==> config.mk <==
export PLATFORM = sky130hd
export DESIGN_NAME = uart_tx_fifo
export DESIGN_NICKNAME = d
export VERILOG_FILES = /design/src/rtl/uart_tx_fifo.sv
export SDC_FILE = /design/constraint.sdc
export NUM_CORES = 1
export LEC_CHECK = 0
export ABC_CLOCK_PERIOD_IN_PS = 3800
export CORE_UTILIZATION = 30
export CTS_CLUSTER_DIAMETER = 200
export DETAILED_ROUTE_END_ITERATION = 10
export DONT_BUFFER_PORTS = 1
export GPL_TIMING_DRIVEN = 0
export HOLD_SLACK_MARGIN = 0.05
export PLACE_DENSITY = 0.41
export RECOVER_POWER = 50
export SLEW_MARGIN = 20
export SYNTH_ARGS = -nofsm -noshare
export SYNTH_HDL_FRONTEND = slang
export SYNTH_SLANG_ARGS = --single-unit
==> constraint.sdc <==
create_clock -name clk -period 3.8 [get_ports clk]
set_input_delay 0.57 -clock clk [delete_from_list [all_inputs] [get_ports clk]]
set_output_delay 0.57 -clock clk [all_outputs]
set_load 0.02 [all_outputs]
==> src/rtl/uart_tx_fifo.sv <==
// Purpose: UART transmitter with integrated TX FIFO, configurable data width, parity and stop bits.
// Latency: a word pushed into an empty FIFO with the FSM idle is popped one clock later; tx_line falls after that edge.
// Backpressure: tx_ready drops when the FIFO is full; a tx_start while full is dropped and pulses tx_overflow.
//
// Ports:
//   clk         - single clock, posedge
//   rstn        - asynchronous active-low reset
//   tx_data     - word to queue (DATA_BITS wide)
//   tx_start    - write strobe, accepted when tx_ready
//   tx_ready    - FIFO not full
//   tx_busy     - frame in progress
//   tx_line     - serial output, idle high
//   fifo_count  - words queued, excluding the word being sent
//   tx_done     - one-cycle pulse on the last cycle of the final stop bit
//   tx_overflow - one-cycle pulse when a tx_start is dropped
module uart_tx_fifo #(
  parameter int CLK_DIV    = 16,
  parameter int DATA_BITS  = 8,
  parameter int PARITY     = 0,
  parameter int STOP_BITS  = 1,
  parameter int FIFO_DEPTH = 4
) (
  input  logic                          clk,
  input  logic                          rstn,
  input  logic [DATA_BITS-1:0]          tx_data,
  input  logic                          tx_start,
  output logic                          tx_ready,
  output logic                          tx_busy,
  output logic                          tx_line,
  output logic [$clog2(FIFO_DEPTH):0]   fifo_count,
  output logic                          tx_done,
  output logic                          tx_overflow
);

  localparam int AW = $clog2(FIFO_DEPTH);
  localparam int CW = $clog2(CLK_DIV);
  localparam int BW = $clog2(DATA_BITS);

  typedef enum logic [2:0] {
    S_IDLE,
    S_START,
    S_DATA,
    S_PARITY,
    S_STOP
  } state_t;

  // FIFO storage and pointers
  logic [DATA_BITS-1:0] mem [FIFO_DEPTH];
  logic [AW-1:0]        wr_ptr;
  logic [AW-1:0]        rd_ptr;
  logic [AW:0]          count;

  // Serialiser state
  state_t               state;
  logic [CW-1:0]        baud_cnt;
  logic [BW-1:0]        bit_idx;
  logic [DATA_BITS-1:0] shreg;
  logic                 par_bit;

  logic                 fifo_empty;
  logic                 push;
  logic                 pop;
  logic                 baud_last;
  logic                 stop_last;
  logic [DATA_BITS-1:0] head;
  logic                 head_par;

  assign fifo_empty = (count == '0);
  assign head       = mem[rd_ptr];
  assign head_par   = (PARITY == 1) ? ~^head : ^head;
  assign baud_last  = (baud_cnt == CW'(CLK_DIV - 1));
  assign stop_last  = (bit_idx == BW'(STOP_BITS - 1));

  // Ready comes from the registered count only, so a full FIFO refuses a push
  // even when a pop happens on the same edge.
  assign tx_ready    = (count != (AW + 1)'(FIFO_DEPTH));
  assign tx_overflow = tx_start && !tx_ready;
  assign push        = tx_start && tx_ready;
  assign fifo_count  = count;

  // Pop from IDLE, or at the very end of the final stop bit for gap-free back-to-back frames.
  assign pop = !fifo_empty &&
               ((state == S_IDLE) || ((state == S_STOP) && stop_last && baud_last));

  always_ff @(posedge clk) begin
    if (push) begin
      mem[wr_ptr] <= tx_data;
    end
  end

  always_ff @(posedge clk or negedge rstn) begin
    if (!rstn) begin
      wr_ptr <= '0;
      rd_ptr <= '0;
      count  <= '0;
    end else begin
      if (push) begin
        wr_ptr <= wr_ptr + 1'b1;
      end
      if (pop) begin
        rd_ptr <= rd_ptr + 1'b1;
      end
      if (push && !pop) begin
        count <= count + 1'b1;
      end else if (pop && !push) begin
        count <= count - 1'b1;
      end
    end
  end

  always_ff @(posedge clk or negedge rstn) begin
    if (!rstn) begin
      state    <= S_IDLE;
      baud_cnt <= '0;
      bit_idx  <= '0;
      shreg    <= '0;
      par_bit  <= 1'b0;
      tx_line  <= 1'b1;
      tx_busy  <= 1'b0;
      tx_done  <= 1'b0;
    end else begin
      tx_done <= 1'b0;
      if (state == S_IDLE) begin
        baud_cnt <= '0;
        bit_idx  <= '0;
        tx_line  <= 1'b1;
        if (pop) begin
          shreg   <= head;
          par_bit <= head_par;
          state   <= S_START;
          tx_line <= 1'b0;
          tx_busy <= 1'b1;
        end
      end else if (!baud_last) begin
        baud_cnt <= baud_cnt + 1'b1;
        // Raise tx_done one edge early so the registered pulse lands on the final cycle.
        if ((state == S_STOP) && stop_last && (baud_cnt == CW'(CLK_DIV - 2))) begin
          tx_done <= 1'b1;
        end
      end else begin
        baud_cnt <= '0;
        case (state)
          S_START: begin
            state   <= S_DATA;
            bit_idx <= '0;
            tx_line <= shreg[0];
          end
          S_DATA: begin
            if (bit_idx == BW'(DATA_BITS - 1)) begin
              bit_idx <= '0;
              if (PARITY != 0) begin
                state   <= S_PARITY;
                tx_line <= par_bit;
              end else begin
                state   <= S_STOP;
                tx_line <= 1'b1;
              end
            end else begin
              bit_idx <= bit_idx + 1'b1;
              shreg   <= shreg >> 1;
              tx_line <= shreg[1];
            end
          end
          S_PARITY: begin
            state   <= S_STOP;
            bit_idx <= '0;
            tx_line <= 1'b1;
          end
          S_STOP: begin
            if (stop_last) begin
              bit_idx <= '0;
              if (pop) begin
                shreg   <= head;
                par_bit <= head_par;
                state   <= S_START;
                tx_line <= 1'b0;
              end else begin
                state   <= S_IDLE;
                tx_line <= 1'b1;
                tx_busy <= 1'b0;
              end
            end else begin
              bit_idx <= bit_idx + 1'b1;
            end
          end
          default: begin
            state   <= S_IDLE;
            tx_line <= 1'b1;
            tx_busy <= 1'b0;
          end
        endcase
      end
    end
  end

endmodule
**Yosys cells after proc, flatten, opt, wreduce, memory -nomap -nowiden**

Memory sizes are Yosys's and may differ from the RTL's.
Cells that the tools add are included.

- $add $sub $neg: 6
- Reductions and logical operators: 27
- Multiplexer cells: 39
- Equality and inequality tests: 14

Operators by type and width:

| kind | number |
|---|---|
| $mux 8 | 5 |
| $mux 3 | 11 |
| $mux 1 | 16 |
| $pmux 8 s2 | 1 |
| $ne 3x3->1 const B | 5 |
| $pmux 3 s4 | 1 |
| $logic_not 3->1 | 3 |
| $pmux 3 s3 | 1 |
| $eq 4x4->1 const B | 2 |
| $logic_and 1x1->1 | 8 |
| $mux 4 | 2 |
| $reduce_and 4->1 | 2 |
| $add 3x1->3 const B | 2 |
| $eq 3x2->1 const B | 2 |
| $eq 3x3->1 const B | 2 |
| $reduce_and 5->1 | 1 |
| $add 2x1->2 const B | 2 |
| $add 4x1->4 const B | 1 |
| $logic_not 1->1 | 4 |
| $reduce_and 2->1 | 2 |
| $reduce_bool 2->1 | 2 |
| $reduce_bool 4->1 | 1 |
| $eq 3x1->1 const B | 1 |
| $pmux 1 s3 | 1 |
| 8 further kinds | 8 |

- Memories kept: 1
- Logic and storage cells: 97
- Bits in registers: 28
- Bits in writable memories: 32
- Input port bits: 11
- Output and inout bits: 8

Memories:

| memory | words | bits a word | read ports | clocked after Yosys merged registers in | write ports | RTL line | text |
|---|---|---|---|---|---|---|---|
| mem | 4 | 8 | 1 | 0 | 1 | 48 | `logic [DATA_BITS-1:0] mem [FIFO_DEPTH];` |

**Longest topological paths before layout**

Gate-level depths: netlist of the first run.

- Depth after elaboration: 10
- Gate-level depth with buffers: 12
- Mapped depth without buffers: 12

**Least setup slack after synthesis of the first run**

OpenSTA, ideal clock, no wires.

- Kind: reg2reg
- Start point: reg baud_cnt[0]
- End point: reg count[2] (netlist: fifo_count[2])
- Setup slack: 1,482 ps
- Library setup time: 80 ps
- Data arrival time: 2,238 ps
- Clock period less this slack: 2,318 ps
- Stages on the path, launching flop included: 12
- Data required time: 3,720 ps
- Path buffers: 1
- Cell sequence: dfrtp_1 ha_1 a31oi_2 buf_4 nor2_1 inv_1 ha_1 inv_1 fa_1 xor2_1 nor2_1 xor2_1

- Cells in the longest elaborated chain, start to end: 7

RTL lines:

| element | RTL line | text |
|---|---|---|
| from (decl) | 55 | `logic [CW-1:0] baud_cnt;` |
| from (signal assigned) | 135 | `baud_cnt <= baud_cnt + 1'b1;` |
| $eq 4x4->1 * | 71 | `assign baud_last = (baud_cnt == CW'(CLK_DIV - 1));` |
| $logic_and 1x1->1 * | 83 | `((state == S_IDLE) \|\| ((state == S_STOP) && stop_last && baud_last));` |
| $logic_or 1x1->1 * | 83 |  |
| $logic_and 1x1->1 * | 82 | `assign pop = !fifo_empty &&` |
| $logic_not 1->1 | 103 | `if (push && !pop) begin` |
| $logic_and 1x1->1 | 103 |  |
| $mux 3 or $reduce_bool 2->1 (tied branches) | -- |  |
| to (signal assigned) | 104 | `count <= count + 1'b1;` |
| to (signal assigned) | 106 | `count <= count - 1'b1;` |
| to (decl) | 51 | `logic [AW:0] count;` |

Mark *: on every way between the ends. The rest lies on a longest branch, timed or not.
A chain may end at the register's enable or synchronous reset.

**Final worst setup path of the first run**

- Start point: reg state[1]
- End point: reg count[1] (netlist: fifo_count[1])

- Cells in the longest elaborated chain, start to end: 8

RTL lines:

| element | RTL line | text |
|---|---|---|
| from (decl) | 54 | `state_t state;` |
| from (signal assigned) | 113 | `state <= S_IDLE;` |
| from (signal assigned) | 130 | `state <= S_START;` |
| from (signal assigned) | 144 | `state <= S_DATA;` |
| $eq 3x3->1 | 83 |  |
| $logic_and 1x1->1 (2 in a row) | 83 |  |
| $logic_or 1x1->1 * | 83 |  |
| $logic_and 1x1->1 * | 82 |  |
| $logic_not 1->1 | 103 |  |
| $logic_and 1x1->1 | 103 |  |
| $mux 3 or $reduce_bool 2->1 (tied branches) | -- |  |

Marked as above.

==> results.yml, run 1 <==
status:
  run_status: "complete, but fails checks"
  violations: "DRC, capacitance limit, slew limit"
sta:
  worst_slew_pin_slew_ns: 1.53
  maxSlewHeadroom_pct: -2.16
  hold_viol: 0
  period_needed_ns: 2.99
  finalCritPeriodShare_pct: 78.6
  fmax_mhz: 335
  fin_skew_ns: 0.0124
  slew_violations: 28
  final.setup.tns_ns: 0
  grt_setup_unrepaired: "no"
  setup_viol: 0
cells_and_area:
  stdcell_count: 311
  nFillCells: 846
  syn_to_final_growth_pct: 11.6
  antenna_cells: 0
  final_common_cell: "edfxtp_1"
  mostFrequentLayoutCells: "32 x edfxtp_1, 27 x dfrtp_1, 11 x nor2_1, 10 x ha_1, 9 x clkbuf_8"
  final_layout_size_suffix_gt1_share_pct: 18.7
  num-nets-final: 220
  utilization_pct: 35.0
floorplan:
  die_x_um: 97.9
  die-area_mm2: 0.00959
  io_pins: 19
  coreArea_mm2: 0.00881
  start_util_pct: 31.3
  die_h_um: 97.9
  rows: 34
grt:
  groute.usage.overall_pct: 12.7
  grt_pass1_wl_mm: 9.14
  first_global_vias: 1717
  grt_remaining_overflow: 0
  antenna_found_initial: 0
  grt_max_degree: 28
yosys:
  synth_cell_types: 47
  synth_async_sr_flop_share_pct: 46.7
  netlist_instances: 185
  ys_seq_area_share_pct: 60.2
  synth_warnings: 0
  synth_top_flop_cell: "edfxtp_1"
  syn_avg_cell_area_um2: 14.9
  ys_ff_latch: 60
  synth_area_mm2: 0.00276
  synth-edff-count: 32
  syn_nets: 207
routing:
  drtPass1Iterations: 7
  drt_wl_total_mm: 5.36
  drtAntennaViolNets: 0
  via_per_inst: 5.03
  vias: 1563
  drt_iter0_drc: 90
  wl_per_cell_um: 17.2
  drcViolationCount: 2
worst_setup_path:
  crit_arrival_ns: 3.21
  crit_required_ns: 4.02
  cp-start-kind: "flop"
  setup.worst_path.end_class: "flop"
  worst-setup-path-type: "reg2reg"
  path_max_fanout: 10
pwr:
  ir_worst_vdd_uv: 171
  total_leakage_power_nw: 1.18
  powerDensity_mw_per_mm2: 531
placed_design:
  io_buffers: 0
  place_inst: 293
  place.gp.congestion: 0.769
  hpwlAfterDp_mm: 3.54
clock_network:
  cts.sinks: 60
  cts_tree: "yes"
  root_buffer: "clkbuf_8"
  worstSkewPairLatency_ns: 0.33
  cts_buffers: 9
  clockBufferDepth: 2
  cts_hold_buffers: 2
  cts_setup_buffers: 0
  cts-htree-levels: 3
  clkTransAtPathRegs_ns: 0.07
  cts_resized: 0
flow_run:
  drv_cap: 1
worst_hold_path:
  hp-class: "in2async"
sequential cells by signal, summed over array words and instances, names as in the netlist:
register	count
baud_cnt	4
bit_idx	3
fifo_count	3
mem	32
rd_ptr	2
shreg	8
state	3
tx_busy	1
tx_done	1
tx_line	1
wr_ptr	2
worst max-delay path, stage by stage, from the launching register on:
cell and delay [ns]:
dfrtp_1 0.35, clkbuf_1 0.24, nor3_1 0.70, a31oi_2 0.17
buf_4 0.23, nor2_1 0.14, inv_1 0.09, ha_1 0.20
inv_1 0.07, fa_1 0.41, mux2_2 0.27
logic make-up (layout without fill, tap and decap cells):
family / count (synthesis) / count (layout) / synth area share, %
buffers and inverters: 16 / 34 / 3.08
AND/OR/NAND/NOR: 37 / 37 / 7.43
flip-flops: 60 / 60 / 60.2
XOR/XNOR: 9 / 9 / 2.86
multiplexers: 16 / 16 / 11.0
adder cells (fa/ha/maj): 11 / 11 / 5.26
AO/OA/AOI/OAI: 36 / 36 / 10.1
path summary, 6_finish.rpt:
kind	startpoint	to	slack, ns	cells past startpoint
min in group clk	tx_data[7]	mem[0][7]$_DFFE_PP_	0.33	0
worst min-delay path	rstn	tx_line$_DFFE_PN1P_	0.08	0
worst min register to register	baud_cnt[0]$_DFF_PN0_	baud_cnt[0]$_DFF_PN0_	0.49	1
max in group asynchronous	rstn	shreg[1]$_DFFE_PN0P_	1.73	2
worst max-delay path	state[1]$_DFFE_PN0P_	fifo_count[1]$_DFFE_PN0P_	0.81	10
worst max register to register	state[1]$_DFFE_PN0P_	fifo_count[1]$_DFFE_PN0P_	0.81	10
per-stage QoR:
step | setup slack (ns) | total power [mW] | instance area, um2 | hold WS (ns)
finish | 0.812 | 1.63 | 3080 | 0.0775
global route | 0.554 | 1.73 | 3080 | 0.0519
CTS | 1.12 | 1.66 | 3110 | 0.0561
global placement | 1.17 | 1.08 | 2900 | 0.276
detailed placement | 1.14 | 1.10 | 2900 | 0.275
floorplan | 1.48 | 1.03 | 2760 | 0.274
cells in the mapped netlist (5+ instances only):
library cell	instances	area [um2]
a21oi_1	6	30.0
and3_1	5	31.3
dfrtp_1	27	676
edfxtp_1	32	961
ha_1	10	125
inv_1	8	30.0
mux4_1	5	131
nand3_1	7	35.0
nor2_1	11	41.3
o21ai_0	5	25.0
o22ai_1	5	31.3
xnor2_1	6	52.6
power by group:
part / internal, mW / total, mW / switching, mW
logic: 0.0890 / 0.223 / 0.134
clock network: 0.301 / 0.544 / 0.243
registers: 0.792 / 0.868 / 0.0757
cell type report:
cell class / instances / area (um2) / area share, %
plain buffers: 8 / 51.3 / 1.67
clock buffers: 11 / 131 / 4.27
inverters: 8 / 30.0 / 0.975
clock inverters: 5 / 53.8 / 1.75
flip-flops and latches: 60 / 1660 / 54.0
repair buffers: 2 / 13.8 / 0.447
well taps: 108 / 135 / 4.39
multi-input cells: 109 / 1000 / 32.5
per-layer routing:
layer	vias up	GRT usage (%)	part of all wire, %
met3	8	4.15	3.9
met2	26	21.0	51
met5	-	0	0
li1	738	-	-
met1	791	15.2	44
met4	0	5.24	1.6
(Power assumes the default switching activity.)
==> run 2, diff against run 1 <==
--- a/config.mk
+++ b/config.mk
@@ -5,14 +5,15 @@
 export SDC_FILE = /design/constraint.sdc
 export NUM_CORES = 1
 export LEC_CHECK = 0
-export ABC_CLOCK_PERIOD_IN_PS = 3800
+export ABC_AREA = 1
+export ABC_CLOCK_PERIOD_IN_PS = 2650
 export CORE_UTILIZATION = 30
 export CTS_CLUSTER_DIAMETER = 200
 export DETAILED_ROUTE_END_ITERATION = 10
 export DONT_BUFFER_PORTS = 1
 export GPL_TIMING_DRIVEN = 0
 export HOLD_SLACK_MARGIN = 0.05
-export PLACE_DENSITY = 0.41
+export PLACE_DENSITY = 0.42
 export RECOVER_POWER = 50
 export SLEW_MARGIN = 20
 export SYNTH_ARGS = -nofsm -noshare
==> constraint.sdc (replaced) <==
create_clock -name clk -period 2.65 [get_ports clk]
set_input_delay 0.3975 -clock clk [delete_from_list [all_inputs] [get_ports clk]]
set_output_delay 0.3975 -clock clk [all_outputs]
set_load 0.02 [all_outputs]
==> results.yml, run 2 <==
placed_design:
  io_buffers: 0
  place_inst: 382
  hpwlAfterDp_mm: 3.86
  place.gp.congestion: 0.715
cells_and_area:
  stdcell_count: 399
  seq_area_mm2: 0.00166
  syn_to_final_growth_pct: 12.4
  largest_reg_flops: 32
  final_layout_size_suffix_gt1_share_pct: 9.62
  multi_input_area_um2: 982
  utilization_pct: 35.3
  reg.largest.list: "mem x32, shreg x8, baud_cnt x4"
  mostFrequentLayoutCells: "54 x nand2_1, 32 x edfxtp_1, 30 x inv_1, 29 x nor2_1, 27 x dfrtp_1"
  final_common_cell: "nand2_1"
  num-nets-final: 309
  antenna_cells: 0
  nFillCells: 898
  regMostFlops: "mem"
grt:
  first_global_vias: 1784
  groute.usage.overall_pct: 12.7
  grt_remaining_overflow: 0
  grt_pass1_wl_mm: 9.21
  grt_max_degree: 29
  antenna_found_initial: 0
worst_setup_path:
  setup.worst_path.end_class: "flop"
  worst-setup-path-type: "reg2reg"
  crit_required_ns: 2.87
  crit_arrival_ns: 2.61
  cp-start-kind: "flop"
  path_max_fanout: 6
sta:
  slew_violations: 29
  maxSlewHeadroom_pct: -8.30
  fin_skew_ns: 0.0116
  worst_slew_pin_slew_ns: 1.62
  finalCritPeriodShare_pct: 90.5
  final.setup.tns_ns: 0
  hold_viol: 0
  fmax_mhz: 417
  setup_viol: 0
  grt_setup_unrepaired: "no"
  period_needed_ns: 2.40
clock_network:
  cts_tree: "yes"
  worstSkewPairLatency_ns: 0.34
  cts_resized: 0
  cts_setup_buffers: 0
  cts-htree-levels: 3
  cts.sinks: 60
  root_buffer: "clkbuf_8"
  cts_buffers: 9
  clkTransAtPathRegs_ns: 0.07
  clockBufferDepth: 2
yosys:
  netlist_instances: 274
  synthMuxAreaShare_pct: 0.358
  synth_area_mm2: 0.00280
  synth_compound_area_share_pct: 8.15
  ys_seq_area_share_pct: 59.5
  synth_cell_types: 36
  syn_nets: 296
  synth-edff-count: 32
  ys_ff_latch: 60
  yosys.area_share.simple_pct: 20.1
  yosysMostFrequentCell: "nand2_1"
  yosys.area.top_type: "edfxtp_1"
  synth-xor-area-share_pct: 1.57
  ys_top_cells_by_count: "53 x nand2_1, 32 x edfxtp_1, 30 x inv_1"
  yosys-top-cells-area: "edfxtp_1 34%, dfrtp_1 24%, nand2_1 7.1%"
  syn_avg_cell_area_um2: 10.2
  synth_fa_ha_area_share_pct: 5.19
  synth_async_sr_flop_share_pct: 46.7
  synth_warnings: 0
  synth_top_family_by_area: "simple AND/OR/NAND/NOR gates"
  synth_top_flop_cell: "edfxtp_1"
  synth_top_area_share_pct: 34.4
floorplan:
  rows: 34
  die_x_um: 98.5
  coreArea_mm2: 0.00889
  die-area_mm2: 0.00971
  start_util_pct: 31.4
  io_pins: 19
  die_h_um: 98.5
routing:
  drtAntennaViolNets: 0
  wl_per_cell_um: 14.0
  drtPass1Iterations: 4
  drt_iter0_drc: 66
  vias: 1833
  drcViolationCount: 0
  via_per_inst: 4.59
  drt_wl_total_mm: 5.58
pwr:
  ir_worst_vdd_uv: 395
  powerDensity_mw_per_mm2: 757
  p_total_mw: 2.38
  total_leakage_power_nw: 1.34
worst_hold_path:
  hp-class: "in2reg"
status:
  run_status: "complete, but fails checks"
  violations: "capacitance limit, slew limit"
flow_run:
  drv_cap: 1
## run 2: worst paths after layout
path,endpoint,startpoint,cells after the start,slack [ns]
hold / removal,mem[1][4]$_DFFE_PP_,tx_data[4],0,0.15
hold reg to reg,baud_cnt[0]$_DFF_PN0_,baud_cnt[0]$_DFF_PN0_,1,0.48
setup reg to reg,fifo_count[2]$_DFFE_PN0P_,fifo_count[0]$_DFFE_PN0P_,10,0.25
setup / recovery,fifo_count[2]$_DFFE_PN0P_,fifo_count[0]$_DFFE_PN0P_,10,0.25
max in group asynchronous,shreg[4]$_DFFE_PN0P_,rstn,2,0.68
min in group asynchronous,shreg[0]$_DFFE_PN0P_,rstn,2,1.02
## run 2: area by class of cell
cell class / instances / share of cell area [%]
Timing Repair Buffer: 2 / 0.438
Clock inverter: 5 / 2.47
Clock buffer: 10 / 4.06
Tap cell: 108 / 4.30
Multi-Input combinational cell: 177 / 31.3
Sequential cell: 60 / 52.9
Inverter: 32 / 3.82
Buffer: 5 / 0.717
## run 2: routing by layer
| layer | routed length (um) | GRT usage [%] | share of wire (%) |
|---|---|---|---|
| met1 | 2680 | 16.4 | 48 |
| met2 | 2570 | 19.7 | 46 |
| met3 | 203 | 3.62 | 3.6 |
| met4 | 122 | 6.20 | 2.2 |
| met5 | 0 | 0 | 0 |
## run 2: through the flow
step                hold WS, ns  setup WS [ns]  instance area (um2)
finish                    0.152          0.252                 3140
global route              0.135         0.0644                 3140
CTS                       0.134          0.227                 3170
detailed placement        0.103          0.229                 2930
global placement          0.103          0.232                 2930
floorplan                 0.102          0.465                 2800
## run 2: where the power goes
group          switching, mW  internal, mW
sequential            0.0878          1.13
clock                  0.350         0.521
combinational          0.198        0.0875
total                  0.637          1.74
## run 2: cells by family after synthesis
kind of cell	count (synthesis)
buf+inv	37
xor+xnor	5
compound gates	40
mux	1
fa+ha+maj	11
simple gates	120
flops	60
## run 2: worst max-delay path: stages (launching register included)
cell	delay (ns)
dfrtp_1	0.54
inv_1	0.10
nand3_1	0.27
nand2_1	0.23
inv_1	0.15
ha_1	0.15
inv_1	0.06
fa_1	0.37
a21oi_1	0.14
o21ai_0	0.12
xor2_1	0.15
## run 2: timing repair
action / 4_1_cts / 5_1_grt
endpoints found under the setup margin: 0 / 0
hold buffers: 2 / 0
hold endpoints to repair: 28 / 0
